==> config.mk <==
export PLATFORM = sky130hd
export DESIGN_NAME = tsb_retry_sched
export DESIGN_NICKNAME = d
export VERILOG_FILES = /design/src/rtl/tsb_retry_sched_pkg.sv /design/src/rtl/tsb_retry_sched_fifo.sv /design/src/rtl/tsb_retry_sched.sv
export SDC_FILE = /design/constraint.sdc
export NUM_CORES = 1
export LEC_CHECK = 0
export BUFFER_PORTS_ARGS = -buffer_cell sky130_fd_sc_hd__buf_4
export CORE_MARGIN = 2
export CORE_UTILIZATION = 41
export CTS_BUF_LIST = sky130_fd_sc_hd__clkbuf_16
export DETAILED_ROUTE_END_ITERATION = 6
export PLACE_DENSITY = 0.53
export SYNTH_ARGS = -nofsm -noshare
export SYNTH_HDL_FRONTEND = slang
export SYNTH_SLANG_ARGS = --single-unit
==> constraint.sdc <==
create_clock -name clk -period 13.3 [get_ports clk]
set_input_delay 0.665 -clock clk [delete_from_list [all_inputs] [get_ports clk]]
set_output_delay 0.665 -clock clk [all_outputs]
set_load 0.005 [all_outputs]
==> src/rtl/tsb_retry_sched_pkg.sv <==
// Shared types and constants for the TSB retry scheduler.
package tsb_retry_sched_pkg;

  localparam int unsigned LOG_TSB_SIZE           = 6;
  localparam int unsigned CYC_W                  = 16;
  localparam int unsigned ATT_W                  = 4;
  localparam int unsigned TSB_RETRY_BACKOFF_BASE = 16;
  localparam int unsigned TSB_RETRY_MAX_SHIFT    = 6;

  typedef logic [LOG_TSB_SIZE-1:0] tsb_entry_id_t;

  typedef struct packed {
    tsb_entry_id_t    id;
    logic             tied;
    logic             abort;
    logic [CYC_W-1:0] due;
  } retry_req_t;

endpackage

==> src/rtl/tsb_retry_sched_fifo.sv <==
// Synchronous FIFO of pending retry requests; push and pop may share a cycle.
module tsb_retry_sched_fifo
  import tsb_retry_sched_pkg::*;
#(
  parameter int unsigned LOG_DEPTH = 3
) (
  input  logic       clk,
  input  logic       rst,
  input  logic       i_push,
  input  retry_req_t i_data,
  input  logic       i_pop,
  output retry_req_t o_data,
  output logic       o_full,
  output logic       o_empty
);

  localparam int unsigned DEPTH = 1 << LOG_DEPTH;
  localparam int unsigned PTR_W = LOG_DEPTH + 1;

  retry_req_t       r_mem [DEPTH];
  logic [PTR_W-1:0] r_wr_ptr;
  logic [PTR_W-1:0] r_rd_ptr;
  logic             w_do_push;
  logic             w_do_pop;

  // Extra pointer bit distinguishes full from empty.
  assign o_empty   = (r_wr_ptr == r_rd_ptr);
  assign o_full    = (r_wr_ptr[LOG_DEPTH-1:0] == r_rd_ptr[LOG_DEPTH-1:0]) &&
                     (r_wr_ptr[LOG_DEPTH] != r_rd_ptr[LOG_DEPTH]);
  assign w_do_push = i_push && !o_full;
  assign w_do_pop  = i_pop && !o_empty;
  assign o_data    = r_mem[r_rd_ptr[LOG_DEPTH-1:0]];

  always_ff @(posedge clk) begin
    if (rst) begin
      r_wr_ptr <= '0;
      r_rd_ptr <= '0;
    end else begin
      if (w_do_push) r_wr_ptr <= r_wr_ptr + PTR_W'(1);
      if (w_do_pop)  r_rd_ptr <= r_rd_ptr + PTR_W'(1);
    end
  end

  always_ff @(posedge clk) begin
    if (w_do_push) r_mem[r_wr_ptr[LOG_DEPTH-1:0]] <= i_data;
  end

endmodule

==> src/rtl/tsb_retry_sched.sv <==
// Re-enqueue scheduler for NACKed TSB tasks: FIFO order with per-entry
// exponential backoff; aborts are due immediately.
module tsb_retry_sched
  import tsb_retry_sched_pkg::*;
#(
  parameter int unsigned LOG_Q_DEPTH  = 3,
  parameter int unsigned BACKOFF_BASE = TSB_RETRY_BACKOFF_BASE,
  parameter int unsigned MAX_SHIFT    = TSB_RETRY_MAX_SHIFT
) (
  input  logic                    clk,
  input  logic                    rst,
  input  logic                    alloc_valid,
  input  logic [LOG_TSB_SIZE-1:0] alloc_tsb_id,
  input  logic                    nack_valid,
  output logic                    nack_ready,
  input  logic [LOG_TSB_SIZE-1:0] nack_tsb_id,
  input  logic                    nack_tied,
  input  logic                    nack_abort,
  output logic                    retry_valid,
  input  logic                    retry_ready,
  output logic [LOG_TSB_SIZE-1:0] retry_tsb_id,
  output logic                    retry_tied,
  output logic                    retry_abort,
  output logic                    empty,
  output logic [31:0]             n_retries
);

  localparam int unsigned         TSB_N     = 1 << LOG_TSB_SIZE;
  localparam logic [ATT_W-1:0]    ATT_MAX   = '1;
  localparam logic [ATT_W-1:0]    SHIFT_CAP = ATT_W'(MAX_SHIFT);

  logic [CYC_W-1:0]  r_now;
  logic [ATT_W-1:0]  r_attempts [TSB_N];
  logic              r_retry_valid;
  tsb_entry_id_t     r_retry_id;
  logic              r_retry_tied;
  logic              r_retry_abort;
  logic [31:0]       r_n_retries;

  logic              w_fifo_full;
  logic              w_fifo_empty;
  logic              w_push;
  logic              w_pop;
  logic              w_hs;
  logic              w_head_due;
  retry_req_t        w_push_req;
  retry_req_t        w_head;
  logic [ATT_W-1:0]  w_att;
  logic [ATT_W-1:0]  w_shift;
  logic [CYC_W-1:0]  w_backoff;
  logic [CYC_W-1:0]  w_age;

  assign nack_ready = !w_fifo_full && !rst;
  assign w_push     = nack_valid && nack_ready;

  // Backoff grows with the entry's completed retries, exponent capped.
  assign w_att     = r_attempts[nack_tsb_id];
  assign w_shift   = (w_att > SHIFT_CAP) ? SHIFT_CAP : w_att;
  assign w_backoff = CYC_W'(BACKOFF_BASE) << w_shift;

  always_comb begin
    w_push_req       = '0;
    w_push_req.id    = nack_tsb_id;
    w_push_req.tied  = nack_tied;
    w_push_req.abort = nack_abort;
    w_push_req.due   = nack_abort ? r_now : (r_now + w_backoff);
  end

  tsb_retry_sched_fifo #(
    .LOG_DEPTH (LOG_Q_DEPTH)
  ) u_fifo (
    .clk     (clk),
    .rst     (rst),
    .i_push  (w_push),
    .i_data  (w_push_req),
    .i_pop   (w_pop),
    .o_data  (w_head),
    .o_full  (w_fifo_full),
    .o_empty (w_fifo_empty)
  );

  // Wrap-safe due test: sign bit of (now - due).
  assign w_age      = r_now - w_head.due;
  assign w_head_due = !w_fifo_empty && !w_age[CYC_W-1];
  assign w_hs       = r_retry_valid && retry_ready;
  assign w_pop      = w_head_due && (!r_retry_valid || retry_ready) && !rst;

  always_ff @(posedge clk) begin
    if (rst) begin
      r_now         <= '0;
      r_retry_valid <= 1'b0;
      r_retry_id    <= '0;
      r_retry_tied  <= 1'b0;
      r_retry_abort <= 1'b0;
      r_n_retries   <= '0;
    end else begin
      r_now <= r_now + CYC_W'(1);
      if (w_pop) begin
        r_retry_valid <= 1'b1;
        r_retry_id    <= w_head.id;
        r_retry_tied  <= w_head.tied;
        r_retry_abort <= w_head.abort;
      end else if (w_hs) begin
        r_retry_valid <= 1'b0;
      end
      if (w_hs && !r_retry_abort) r_n_retries <= r_n_retries + 32'd1;
    end
  end

  // Alloc clear is written last so it wins over a same-id increment.
  always_ff @(posedge clk) begin
    if (rst) begin
      for (int i = 0; i < int'(TSB_N); i++) r_attempts[i] <= '0;
    end else begin
      if (w_hs && !r_retry_abort && (r_attempts[r_retry_id] != ATT_MAX))
        r_attempts[r_retry_id] <= r_attempts[r_retry_id] + ATT_W'(1);
      if (alloc_valid) r_attempts[alloc_tsb_id] <= '0;
    end
  end

  assign retry_valid  = r_retry_valid;
  assign retry_tsb_id = r_retry_id;
  assign retry_tied   = r_retry_tied;
  assign retry_abort  = r_retry_abort;
  assign n_retries    = r_n_retries;
  assign empty        = rst || (w_fifo_empty && !r_retry_valid);

endmodule

==> metrics.txt <==
total CTS buffers 57; reg2reg end u_fifo.r_mem[4][11]; Final period util 0.466; r2r startpoint r_attempts[30][1]; commonest non-fill, non-tap cell in the layout dfxtp_1; Hold Buf Count CTS 0; Final ANT Viol Nets 0; power density over the cells 119 nW/um^2; DRT Pass-1 Iters 5; synthesized area 26400 um^2; clk sinks 522; Overflow after GRT 0; critical path class input pin to flip-flop; Vias 19500; ys async rst share 0; CTS H-tree lvls 2; CP Max Fanout 46; core area approximately 64000 um^2; CP endpoint kind flip-flop; outcome finished, final reports clean; post_cts resized 0; DR vias/cell approximately 6; Area Overhead vs Synth 10.2%; die height 258 um; Max Freq 161 MHz; # nets final between 2000 and 2500; worst path arrival time 6.50 ns; die width roughly 260 um; Tmin final 6.20 ns; postcts setup bufs 0; Max Root-Sink Buffers 3; Ys Warns 0; die area roughly 66000 um^2; max_cap viols 0; share of cells above drive strength 1 0.197; VDD IR max 0.000102 V; Clock Tree Root clkbuf_16; Buffers on Ports between 60 and 70; clk_lat worst skew 0.65 ns; relative slew slack 0.300; most frequent cells in the layout dfxtp_1, a21oi_1, nand2_1; Post-DP Area 27300 um^2; RSZ-0062 raised after global routing false; hold path depth 1; Final HPWL DP 52200 um; initial antenna violation count 2; GPL Wtd Cong between 0.8 and 0.9; crit path launch type input pin; number of global-route vias before repair about 19000; hold crit path type input pin to flip-flop; WL/cell 25.7 um; First DRT Iteration DRCs 2013; R2R Setup Slk 8.02 ns; Initial Util 0.412; post-synthesis cell type count 71; post-synthesis sequential area ratio 0.469; min-delay src nack_tied; Tot Pwr 3.45 mW; Finished Cell Area slightly below 30000 um^2; worst-margin pin slew ~1.0 ns; DR DRC count 0; Worst Hold Path EP u_fifo.r_mem[0][17]; Top FF cell, synth dfxtp_1; wire length of the first global-routing pass about 120000 um; Post-synth EDFFs 192; syn_area_per_cell 11.3 um^2; Setup-failing EPs final 0; Hold Vio Cnt, Final 0; global-route usage over all layers 0.242; Worst Path Required 13.60 ns; largest net degree at the start of global routing 93; clk slew on worst S/H paths 0.06 ns; R2R depth 14; Post-Route WL 81600 um; fin util 0.454; leak pwr 9.63 nW; CTS tree done; Setup TNS 0 ns; register bit total from synthesis approximately 520; row count 93; post-synthesis cell count between 2000 and 2500; Clock Skew a little over 0.03 ns; Slew Limit Fails 0; I/O pin cnt 62
## cells in the mapped netlist (3+ instances only)
library cell	n	share of area
edfxtp_1	192	0.22
and4_1	4	0.0013
a22oi_1	18	0.0051
and2_1	8	0.0019
o22ai_1	3	0.00071
nand3_1	78	0.015
and3_1	72	0.017
a311oi_2	58	0.033
nor2b_1	24	0.0057
ha_1	30	0.014
xnor2_1	14	0.0046
mux2i_1	51	0.019
a21oi_1	263	0.050
clkbuf_2	4	0.00076
nand2b_1	9	0.0021
xor2_1	41	0.014
a21o_1	14	0.0040
clkbuf_1	109	0.016
nand3b_1	160	0.046
nor4_1	3	0.00071
inv_1	13	0.0018
nor3_1	16	0.0030
buf_6	17	0.0073
a211oi_1	12	0.0034
nor2_1	173	0.025
or3_1	5	0.0012
nor3b_1	10	0.0028
o31ai_1	5	0.0014
mux4_2	189	0.16
o21a_1	6	0.0017
nand4_1	25	0.0059
buf_4	9	0.0026
o21ai_0	15	0.0028
dfxtp_1	330	0.25
buf_1	32	0.0046
nand2_1	240	0.034
buf_2	33	0.0063
mux2_2	3	0.0013
## final cells by class
type / instances / area (um^2)
antenna: 1 / 2.50
clock buffer: 59 / 1480
clock inverter: 47 / 309
fill: 5885 / 34900
inverter: 15 / 61.3
multi-input combinational: 1590 / 13100
sequential: 522 / 12400
tap: 855 / 1070
timing repair buffer: 91 / 683
## kinds of logic (layout without fill, tap and decap cells)
group / after synthesis / after routing / share of synthesized area
fa+ha+maj: 31 / 31 / 0.0150
xor+xnor: 55 / 55 / 0.0183
flops: 522 / 522 / 0.469
buf+inv: 221 / 212 / 0.0404
compound gates: 421 / 421 / 0.112
other cells: 1 / 5 / 0.000142
mux: 243 / 243 / 0.182
simple gates: 836 / 836 / 0.164
## through the flow
stage / cells / setup slack, ns / hold slack, ns
after floorplan: 2333 / 8.04 / 0.448
after global placement: 3073 / 6.65 / 0.464
after detailed placement: 3073 / 6.46 / 0.473
after CTS: 3179 / 7.13 / 0.223
after global routing: 3179 / 6.61 / 0.240
final: 3180 / 7.10 / 0.262
## sequential cells by signal, indices dropped and copies added, names as in the netlist, 4 cells and up, named ones only
signal	flops
u_fifo.r_mem	192
r_attempts	256
retry_tsb_id	6
u_fifo.r_wr_ptr	4
u_fifo.r_rd_ptr	4
r_now	16
n_retries	32
## how the worst max path moves through the flow
stage                   startpoint  cells after the start                   to
global placement    nack_tsb_id[0]                     16  u_fifo.r_mem[0][15]
global route        nack_tsb_id[0]                     17  u_fifo.r_mem[6][11]
finish              nack_tsb_id[0]                     17  u_fifo.r_mem[4][11]
floorplan           nack_tsb_id[1]                     16  u_fifo.r_mem[0][13]
detailed placement  nack_tsb_id[0]                     17  u_fifo.r_mem[3][11]
CTS                 nack_tsb_id[0]                     17  u_fifo.r_mem[6][11]
## worst max-delay path: stages
cell and delay [ns]:
buf_4 0.42, buf_4 0.76, mux4_2 0.60, mux4_2 0.53, mux2_2 0.28, nand2_1 0.06
o21ai_0 0.27, or4_4 0.60, inv_2 0.06, ha_1 0.21, a21o_1 0.18, a21oi_1 0.22
o21ai_0 0.12, a21oi_1 0.26, o21ai_0 0.26, xnor2_1 0.18, o21ai_0 0.76
## routing by layer
layer  GRT usage  routed length [um]  up-vias
li1            -                   -     8658
met1       0.351               36400     9881
met2       0.363               35900      773
met3      0.0505                6580      150
met4      0.0755                2690        2
met5           0                  13        -
## report_power, final
group | switching (mW) | internal, mW
sequential | 0.0198 | 1.66
combinational | 0.173 | 0.0711
clock | 0.683 | 0.841
total | 0.875 | 2.58
(Power assumes the default switching activity.)
